**src/rtl/thunderbird_pkg.sv**
```systemverilog
// rtl/thunderbird_pkg.sv - shared lamp patterns, error codes and phase encoding
package thunderbird_pkg;

  localparam logic [2:0] LAMP_OFF = 3'b000;
  localparam logic [2:0] LAMP_A   = 3'b001;
  localparam logic [2:0] LAMP_AB  = 3'b011;
  localparam logic [2:0] LAMP_ABC = 3'b111;

  typedef enum logic [1:0] {
    ERR_NONE    = 2'd0,
    ERR_ILLEGAL = 2'd1,
    ERR_DWELL   = 2'd2,
    ERR_NOEN    = 2'd3
  } err_code_t;

  typedef enum logic [1:0] {
    PH_OFF = 2'd0,
    PH_A   = 2'd1,
    PH_AB  = 2'd2,
    PH_ABC = 2'd3
  } phase_t;

  // Any pattern outside the legal sequence reports as the idle phase.
  function automatic phase_t lamp_phase(input logic [2:0] lamps);
    case (lamps)
      LAMP_A:   lamp_phase = PH_A;
      LAMP_AB:  lamp_phase = PH_AB;
      LAMP_ABC: lamp_phase = PH_ABC;
      default:  lamp_phase = PH_OFF;
    endcase
  endfunction

endpackage

```
**src/rtl/thunderbird_lamp_monitor_side_checker.sv**
```systemverilog
// rtl/thunderbird_lamp_monitor_side_checker.sv - one side's sequence/dwell checker
module thunderbird_side_checker
  import thunderbird_pkg::*;
#(
  parameter int STEP_CYCLES = 1,
  parameter int CNT_W       = 8
) (
  input  logic             clk,
  input  logic             rst,
  input  logic             clr,
  input  logic             en,
  input  logic [2:0]       lamps,
  output logic             err,
  output logic [1:0]       code,
  output logic [1:0]       phase,
  output logic [CNT_W-1:0] count
);

  localparam int D_MAX = STEP_CYCLES + 1;
  localparam int D_W   = $clog2(D_MAX + 1);
  localparam logic [D_W-1:0] STEP_D = D_W'(STEP_CYCLES);
  localparam logic [D_W-1:0] D_SAT  = D_W'(D_MAX);

  logic [2:0]     prev;
  logic           prev_en;
  logic [D_W-1:0] dwell;
  err_code_t      viol;
  logic           complete;
  logic           is_valid;

  always_comb begin
    viol     = ERR_NONE;
    complete = 1'b0;
    is_valid = (lamps == LAMP_OFF) || (lamps == LAMP_A) ||
               (lamps == LAMP_AB)  || (lamps == LAMP_ABC);
    if (!is_valid) begin
      viol = ERR_ILLEGAL;
    end else if (lamps == prev) begin
      if (prev != LAMP_OFF && dwell >= STEP_D) viol = ERR_DWELL;
    end else if (lamps == LAMP_OFF) begin
      // Dropping the enable first makes any return to off a clean abort.
      if (prev_en) begin
        if (prev != LAMP_ABC)     viol = ERR_ILLEGAL;
        else if (dwell == STEP_D) complete = 1'b1;
        else                      viol = ERR_DWELL;
      end
    end else if (prev == LAMP_OFF && lamps == LAMP_A) begin
      if (!prev_en) viol = ERR_NOEN;
    end else if ((prev == LAMP_A && lamps == LAMP_AB) ||
                 (prev == LAMP_AB && lamps == LAMP_ABC)) begin
      if (!prev_en)            viol = ERR_NOEN;
      else if (dwell < STEP_D) viol = ERR_DWELL;
    end else begin
      viol = ERR_ILLEGAL;
    end
  end

  always_ff @(posedge clk) begin
    if (rst) begin
      prev    <= LAMP_OFF;
      prev_en <= 1'b0;
      dwell   <= D_W'(1);
      err     <= 1'b0;
      code    <= ERR_NONE;
      phase   <= PH_OFF;
      count   <= '0;
    end else begin
      prev    <= lamps;
      prev_en <= en;
      phase   <= lamp_phase(lamps);
      if (lamps != prev)     dwell <= D_W'(1);
      else if (dwell != D_SAT) dwell <= dwell + D_W'(1);
      // First violation wins until cleared; clr itself re-arms on this sample.
      if (clr || !err) begin
        err  <= (viol != ERR_NONE);
        code <= viol;
      end
      if (complete && count != {CNT_W{1'b1}}) count <= count + CNT_W'(1);
    end
  end

endmodule

```
**src/rtl/thunderbird_lamp_monitor.sv**
```systemverilog
// rtl/thunderbird_lamp_monitor.sv - passive left/right tail-light lamp bus checker
module thunderbird_lamp_monitor
  import thunderbird_pkg::*;
#(
  parameter int STEP_CYCLES = 1,
  parameter int CNT_W       = 8
) (
  input  logic             clk,
  input  logic             rst,
  input  logic             clr,
  input  logic             left_en,
  input  logic             right_en,
  input  logic [2:0]       lamps_left,
  input  logic [2:0]       lamps_right,
  output logic             err_left,
  output logic             err_right,
  output logic [1:0]       code_left,
  output logic [1:0]       code_right,
  output logic [1:0]       phase_left,
  output logic [1:0]       phase_right,
  output logic [CNT_W-1:0] count_left,
  output logic [CNT_W-1:0] count_right
);

  thunderbird_side_checker #(.STEP_CYCLES(STEP_CYCLES), .CNT_W(CNT_W)) u_left (
    .clk   (clk),
    .rst   (rst),
    .clr   (clr),
    .en    (left_en),
    .lamps (lamps_left),
    .err   (err_left),
    .code  (code_left),
    .phase (phase_left),
    .count (count_left)
  );

  thunderbird_side_checker #(.STEP_CYCLES(STEP_CYCLES), .CNT_W(CNT_W)) u_right (
    .clk   (clk),
    .rst   (rst),
    .clr   (clr),
    .en    (right_en),
    .lamps (lamps_right),
    .err   (err_right),
    .code  (code_right),
    .phase (phase_right),
    .count (count_right)
  );

endmodule

```
**config.mk**
```make
export PLATFORM = sky130hd
export DESIGN_NAME = thunderbird_lamp_monitor
export DESIGN_NICKNAME = d
export VERILOG_FILES = /design/src/rtl/thunderbird_pkg.sv /design/src/rtl/thunderbird_lamp_monitor_side_checker.sv /design/src/rtl/thunderbird_lamp_monitor.sv
export SDC_FILE = /design/constraint.sdc
export NUM_CORES = 1
export LEC_CHECK = 0
export BUFFER_PORTS_ARGS = -buffer_cell sky130_fd_sc_hd__buf_2
export CORE_ASPECT_RATIO = 0.7
export CORE_MARGIN = 4
export CORE_UTILIZATION = 35
export CTS_CLUSTER_DIAMETER = 200
export DETAILED_ROUTE_END_ITERATION = 10
export PLACE_DENSITY = 0.66
export SETUP_SLACK_MARGIN = 0.3
export SYNTH_ARGS = -nofsm -noshare
export SYNTH_HDL_FRONTEND = slang
export SYNTH_SLANG_ARGS = --single-unit
```
**constraint.sdc**
```tcl
create_clock -name clk -period 5.3 [get_ports clk]
set_input_delay 0.53 -clock clk [delete_from_list [all_inputs] [get_ports clk]]
set_output_delay 0.53 -clock clk [all_outputs]
set_load 0.01 [all_outputs]
```
==> results of run 1 <==
-- cell type report --
type,count,area (sq um)
clock buffer,6,82.58
inverter,11,41.29
tap,69,86.33
sequential,38,760.7
timing repair buffer,36,180.2
fill,509,2800
multi-input combinational,156,1015
-- worst register-to-register path, delay by kind of cell, from the launching register on --
| family | cells | cell delay [ns] |
|---|---|---|
| simple gates | 4 | 1.39 |
| flops | 1 | 0.42 |
| compound gates | 1 | 0.15 |
-- cell families (layout without fill, tap and decap cells) --
family / after synthesis / in the layout
AND/OR/NAND/NOR: 92 / 92
AO/OA/AOI/OAI: 39 / 39
flip-flops: 38 / 38
buffers and inverters: 18 / 53
XOR/XNOR: 13 / 13
adder cells (fa/ha/maj): 8 / 8
multiplexers: 4 / 4
-- cells in the final DEF, fill, tap and decap left out, types with 2 or more instances in the layout --
cell type,synthesis,final
a211oi_1,2,2
nand3_1,12,12
clkbuf_8,0,6
nor2_1,10,10
nor2b_1,7,7
nand2_1,12,12
inv_1,11,11
or4_1,6,6
ha_1,8,8
and2_1,2,2
xnor2_1,9,9
dfxtp_1,38,38
o22ai_1,2,2
mux2i_1,4,4
nand2b_1,8,8
o21a_1,2,2
nor4b_1,2,2
and3_1,3,3
nor3_1,9,9
buf_2,0,36
or3_1,11,11
xor2_1,4,4
nand4_1,3,3
o31ai_1,3,3
a21oi_1,15,15
o21ai_0,10,10
-- metal layers --
layer  GRT usage  wire length (um)  vias to the layer above
met5           0                 0                        -
met4     0.04317                45                        0
met3     0.04121               287                        6
met2      0.1665              1509                       54
met1      0.1789              2049                      737
li1            -                 -                      826
-- worst max-delay path by stage --
stage | endpoint | slack, ns | cells past startpoint
finish | u_left.count[6] | 3.25 | 6
global route | u_left.count[7] | 3.14 | 6
detailed placement | u_right.count[7] | 2.98 | 6
floorplan | u_right.count[5] | 3.18 | 7
CTS | u_right.count[7] | 3.27 | 6
global placement | u_right.count[5] | 3.02 | 6
-- state kept, by name, indices dropped and copies added (netlist names), 2 cells and up --
signal	count
u_left.prev	3
u_left.phase	2
u_right.code	2
u_right.count	8
u_left.dwell	2
u_right.prev	3
u_left.count	8
u_right.phase	2
u_left.code	2
u_right.dwell	2
-- power by group --
part,leakage [nW],switching (mW),internal [mW]
clock network,0.0431,0.100,0.100
logic,0.533,0.0323,0.0242
registers,0.311,0.00705,0.295
total,0.887,0.140,0.420
-- stage by stage --
stage	area (sq um)	hold WS [ns]
2_1_floorplan	1858	0.4666
3_3_place_gp	2083	0.4344
3_5_place_dp	2083	0.4360
4_1_cts	2166	0.4396
5_1_grt	2166	0.4385
6_report	2166	0.4431
==> results.cfg, run 1 <==
[timing]
setup_tns_ns = 0
slew_headroom = 0.5766
hold_viol = 0
setup_slack_ns = 3.251
period_needed_ns = 2.049
maxSlewViolCount = 0
tightestPinTransition_ns = 0.6351
grt_setup_unrepaired = no
max_freq_mhz = 488.0
timing.final.setup_violations = 0
final.period_utilization = 0.3866
clock-skew-final_ns = 0.009004

[place]
dpl.hpwl_um = 2794
dp.cells = 310
port_buffers = 36
routabilityCongestion = 0.8124
place_ws_ns = 2.977

[status]
status = finished, final reports clean

[worst_setup_path]
path_delay_family = simple AND/OR/NAND/NOR gates
reg2reg_from = u_left.prev[1]
r2r_end = u_left.count[6]
cp_slowest_cell = or4_1
path_cells = buf_2 > nor3_1 > nand3_1 > nand4b_1 > or4_1 > a21oi_1
r2r_setup_slack_ns = 3.27
crit_buf_inv = 1
r2r_cells = 5
crit_arrival_ns = 2.27
max_stage_delay_ns = 0.57
worst_ep_required_time_ns = 5.52
startpoint = lamps_left[1]
path_class = primary input to flip-flop
startpoint_type = primary input
cp_max_fo = 14
crit_path_end_kind = flip-flop

[min_path]
hold_depth = 2
hp-class = primary input to flip-flop
worstHoldStart = left_en
whs_endpoint = u_left.prev_en

[clock_network]
cts_sinks = 38
root_buffer = clkbuf_8
clk_latency_ns = 0.29
clockBufferDepth = 2
cts.htree.levels = 2
cts_tree = done
cts_resized = 0
cts_setup_buffers = 0
clk_pin_slew_ns = 0.07
ctsHoldBuffers = 0
cts_buffers = 5

[routing]
dr.pass1.iters = 4
drtAntennaViolNets = 0
drt_iter0_drc = 53
vias = 1623
drc_errors = 0
wirelength_um = 3891
vias_per_cell = 5.136
wl_per_cell_um = 12.31

[floorplan]
fp.dieH_um = 68.96
die_area_sq_um = 6557
core_sq_um = 4966
rows = 21
ios = 37
initial_core_util = 0.3741
die-width_um = 95.09

[layout]
synthToLayoutAreaGrowth_pct = 16.57
final_cells = 316
fin_util = 0.4361
drive_gt1_frac = 0.1822
num_antenna_cells = 0
nets = 267

[global_routing]
grt_pass1_vias = 1315
antenna_found_initial = 0
gr-usage-all-layers = 0.1232
grt_max_degree = 36
grt_first_pass_wirelength_um = 6182
overflow = 0

[logic_synthesis]
synth-simple-area-share = 0.2842
yosysWarnings = 0
synth_common_cells = dfxtp_1, a21oi_1, nand2_1, nand3_1
syn_avg_cell_area_sq_um = 8.764
yosysMostFrequentCell = dfxtp_1
ys_seq_area_frac = 0.4094
synthArstFlopShare = 0
synth_top_area_cell = dfxtp_1
synth_edf_count = 0
synth_xor_area_frac = 0.06128
synth_top_family_by_area = simple AND/OR/NAND/NOR gates
yosysUniqueCellTypes = 39
syn_nets = 231
synthFlopType = dfxtp_1
synthMuxAreaShare = 0.02155
synth_top_cell_area_share = 0.4094
synth_adder_area_share = 0.05387
yosys_register_bits = 38
synth_compound_area_frac = 0.1253
synth.area.top_cells = dfxtp_1, ha_1, xnor2_1
synthCells = 212
syn_area_sq_um = 1858

[power_and_ir_drop]
irDropWorstVdd_v = 0.0001069
power.density_nw_per_um2 = 258.3
p_total_uw = 559.5
p_leak_nw = 0.8870

[flow_run]
drv_cap = 0
Note: power is estimated with default switching activity, not from simulation.
==> inputs of run 2 (changes only) <==
Settings changed: PLACE_DENSITY 0.66 to 0.68.
Clock period 5.3 ns to 1.8 ns, I/O delays scaled along.
==> results.cfg, run 2 (same netlist as run 1, synthesis figures left out) <==
[timing]
hold_viol = 0
maxSlewViolCount = 0
grt_setup_unrepaired = yes
setup_slack_ns = 0.06056
period_needed_ns = 1.739
tightestPinTransition_ns = 0.6695
max_freq_mhz = 574.9
slew_headroom = 0.5537
clock-skew-final_ns = 0.001700
final.period_utilization = 0.9664
whs_ns = 0.09329
timing.final.setup_violations = 0

[floorplan]
initial_core_util = 0.3741
fp.dieH_um = 68.96
rows = 21
core_sq_um = 4966
die_area_sq_um = 6557
die-width_um = 95.09
ios = 37

[worst_setup_path]
startpoint_type = flip-flop
path_class = flip-flop to flip-flop
r2r_cells = 5
reg2reg_from = u_right.prev[1]
r2r_end = u_right.count[5]
crit_arrival_ns = 1.96
startpoint = u_right.prev[1]
worst_ep_required_time_ns = 2.02
r2r_setup_slack_ns = 0.06
cp_max_fo = 5
crit_path_end = u_right.count[5]
crit_path_end_kind = flip-flop

[flow_run]
drv_cap = 0

[power_and_ir_drop]
p_total_mw = 1.698
power.density_nw_per_um2 = 659.6
p_switching_uw = 436.7
clkPwrFrac = 0.359
irDropWorstVdd_v = 0.0004518
p_int_mw = 1.262
pwr-share-comb = 0.116
p_sw_frac = 0.2571
p_leak_nw = 1.028
seqPwrFrac = 0.524

[layout]
multi_input_area_sq_um = 1192
drive_gt1_frac = 0.4170
mostFrequentLayoutCell = buf_2
layout_common_cells = buf_2, dfxtp_1, buf_4
num_antenna_cells = 0
stdcell_area_sq_um = 2575
seq_area_sq_um = 792.0
fillCellCount = 473
synthToLayoutAreaGrowth_pct = 38.59
top_regs = u_left.count: 8 flops, u_right.count: 8 flops
nets = 289

[clock_network]
root_buffer = clkbuf_8
cts_sinks = 38
clockBufferDepth = 2
cts_buffers = 5
cts_tree = done
ctsHoldBuffers = 0
cts.htree.levels = 2
clk_latency_ns = 0.29
clk_pin_slew_ns = 0.07

[routing]
wirelength_um = 4537
drt_iter0_drc = 60
vias = 1723
drc_errors = 0
wl_per_cell_um = 13.34
dr.pass1.iters = 4
vias_per_cell = 5.068
drtAntennaViolNets = 0

[global_routing]
overflow = 0
grt_max_degree = 36
antenna_found_initial = 0
use_met3 = 0.04013
gr-usage-all-layers = 0.1447
grt_use_met1 = 0.1962
grt_pass1_vias = 1597
use_met2 = 0.2188
top_usage_layer = met2
grt_first_pass_wirelength_um = 7355

[place]
dpl.hpwl_um = 2998
port_buffers = 36
post_dp_cell_area_sq_um = 2218
place_ws_ns = 0.05102
routabilityCongestion = 0.8164

[min_path]
hp-class = primary input to flip-flop
worstHoldStart = left_en

[status]
status = finished, final reports clean
## run 2: cell types whose count changed in the layout (fill, tap and decap cells not counted), moves of 5 or more
cell and change:
dfxtp_2 +10, buf_4 +15, dfxtp_1 -15, dfxtp_4 +5, buf_6 +7, o21ai_0 -5
## run 2: final cells by class
| type | count | share of cell area |
|---|---|---|
| clock inverter | 1 | 0.001944 |
| sequential | 38 | 0.3076 |
| clock buffer | 7 | 0.03353 |
| inverter | 11 | 0.01603 |
| tap | 69 | 0.03353 |
| timing repair buffer | 58 | 0.1443 |
| multi-input combinational | 156 | 0.4631 |
## run 2: metal layers
layer | routed length, um | up-vias
li1 | - | 868
met1 | 2249 | 800
met2 | 1940 | 49
met3 | 296 | 6
met4 | 51 | 0
met5 | 0 | -
## run 2: through the flow
stage	setup TNS (ns)	instances	util
finish	0	340	0.5185
CTS	0	337	0.4906
global placement	0	323	0.4467
detailed placement	0	323	0.4467
global route	-0.005919	340	0.5185
floorplan	0	212	-
## run 2: power by group through the flow
stage	sequential, mW	combinational [mW]	clock, mW
after floorplan	0.916	0.110	0
after global placement	0.912	0.174	0
after detailed placement	0.912	0.175	0
after CTS	0.892	0.185	0.636
after global routing	0.894	0.219	0.671
final	0.890	0.198	0.611
## run 2: worst max-delay path: stages, from the launching register on
cell and delay, ns:
dfxtp_4 0.38, and3_4 0.20, nand3_4 0.07, or3_4 0.42, or4_4 0.49, a21oi_2 0.12
## run 2: how the worst min path moves through the flow
stage | to | slack, ns | depth (start not counted)
after floorplan | u_right.prev[0] | 0.26 | 1
after global placement | u_left.prev_en | 0.39 | 2
after detailed placement | u_left.prev_en | 0.39 | 2
after CTS | u_left.prev_en | 0.08 | 2
after global routing | u_left.prev_en | 0.08 | 2
final | u_left.prev_en | 0.09 | 2
## run 2: timing repair
item / 4_1_cts / 5_1_grt
resized for setup: 23 / 29
pin swaps: 6 / 11
setup endpoints to repair: 20 / 22
hold endpoints to repair: 0 / 0
gates cloned: 1 / 0
setup buffers: 5 / 3
==> inputs of run 3 (changes only) <==
Settings changed: GPL_TIMING_DRIVEN set to 0.
==> results.cfg, run 3 (same netlist as run 1, synthesis figures left out) <==
[status]
status = finished, violations left
violations = setup timing

[global_routing]
grt_max_degree = 12
grt_first_pass_wirelength_um = 7603
grt_pass1_vias = 1619
overflow = 0
gr-usage-all-layers = 0.1522
antenna_found_initial = 0

[worst_setup_path]
max_stage_delay_ns = 0.46
crit_path_end_kind = flip-flop
worst_ep_required_time_ns = 2.03
cp_slowest_cell = or4_1
path_cells = and3_4 > nand3_4 > or3_1 > buf_6 > or4_1 > a21oi_1
crit_buf_inv = 1
crit_arrival_ns = 2.06
cp_max_fo = 6
startpoint_type = flip-flop
path_class = flip-flop to flip-flop
path_delay_family = simple AND/OR/NAND/NOR gates

[timing]
timing.final.setup_violations = 3
tightestPinTransition_ns = 0.5412
final.period_utilization = 1.017
maxSlewViolCount = 0
whs_ns = 0.09275
setup_slack_ns = -0.03086
hold_viol = 0
max_freq_mhz = 546.2
clock-skew-final_ns = 0.004998
period_needed_ns = 1.831
slew_headroom = 0.6392
setup_tns_ns = -0.07706
grt_setup_unrepaired = yes

[routing]
wl_per_cell_um = 13.88
drtAntennaViolNets = 0
dr.pass1.iters = 4
drt_iter0_drc = 46
wirelength_um = 4775
vias = 1749
drc_errors = 0
vias_per_cell = 5.084

[clock_network]
root_buffer = clkbuf_8
cts.htree.levels = 2
clk_pin_slew_ns = 0.08
cts_tree = done
clk_latency_ns = 0.29
clockBufferDepth = 2
cts_sinks = 38
cts_buffers = 5

[power_and_ir_drop]
clkPwrFrac = 0.385
pwr-share-comb = 0.126
p_total_mw = 1.811
p_leak_nw = 1.052
p_sw_frac = 0.2531
power.density_nw_per_um2 = 689.6
irDropWorstVdd_v = 0.0004500
seqPwrFrac = 0.488
p_switching_uw = 458.4
p_int_mw = 1.353

[place]
post_dp_cell_area_sq_um = 2166
dp.cells = 315
port_buffers = 34
place_ws_ns = -0.05111
routabilityCongestion = 0.8534
dpl.hpwl_um = 3098

[floorplan]
initial_core_util = 0.3741
core_sq_um = 4966
die_area_sq_um = 6557
ios = 37
fp.dieH_um = 68.96
rows = 21
die-width_um = 95.09

[layout]
nets = 293
mostFrequentLayoutCell = buf_2
stdcell_area_sq_um = 2626
synthToLayoutAreaGrowth_pct = 41.35
fin_util = 0.5288
num_antenna_cells = 0
final_cells = 344
drive_gt1_frac = 0.4291
top_regs = u_left.count: 8 flops, u_right.count: 8 flops
layout_common_cells = buf_2, dfxtp_1, buf_4

[flow_run]
drv_cap = 0

[min_path]
hp-class = primary input to flip-flop
run 3: power by group through the flow:
stage	Sequential [mW]	Clock (mW)	Combinational, mW
final	0.884	0.698	0.229
after global routing	0.888	0.761	0.250
after CTS	0.889	0.727	0.201
after detailed placement	0.913	0	0.176
after global placement	0.912	0	0.173
after floorplan	0.916	0	0.110
run 3: timing repair:
action / in CTS / in global routing
gates cloned: 0 / 1
hold buffers: 0 / 0
pin swaps: 11 / 9
gates resized for setup: 22 / 30
endpoints found under the setup margin: 21 / 22
buffers inserted: 12 / 8
run 3: metal layers:
layer  GRT usage  routed length, um  vias up
li1            -                  -      883
met1      0.1958               2331      803
met2      0.2354               2062       50
met3     0.04664                290       13
met4     0.06835                 91        0
met5           0                  0        -
run 3: area by class of cell:
type | instances | area, sq um
fill | 461 | 2340
multi-input combinational | 156 | 1181
sequential | 38 | 805.8
timing repair buffer | 55 | 346.6
clock buffer | 8 | 110.1
tap | 69 | 86.33
buffer | 7 | 55.05
inverter | 11 | 41.29
run 3: path summary, 6_finish.rpt:
check / startpoint / end / slack, ns / cells past startpoint
worst max-delay path: u_right.prev[2] / u_right.count[5] / -0.03 / 6
worst min register to register: u_left.code[0] / u_left.code[0] / 0.45 / 2
worst max register to register: u_right.prev[2] / u_right.count[5] / -0.03 / 6
worst min-delay path: right_en / u_right.prev_en / 0.09 / 2
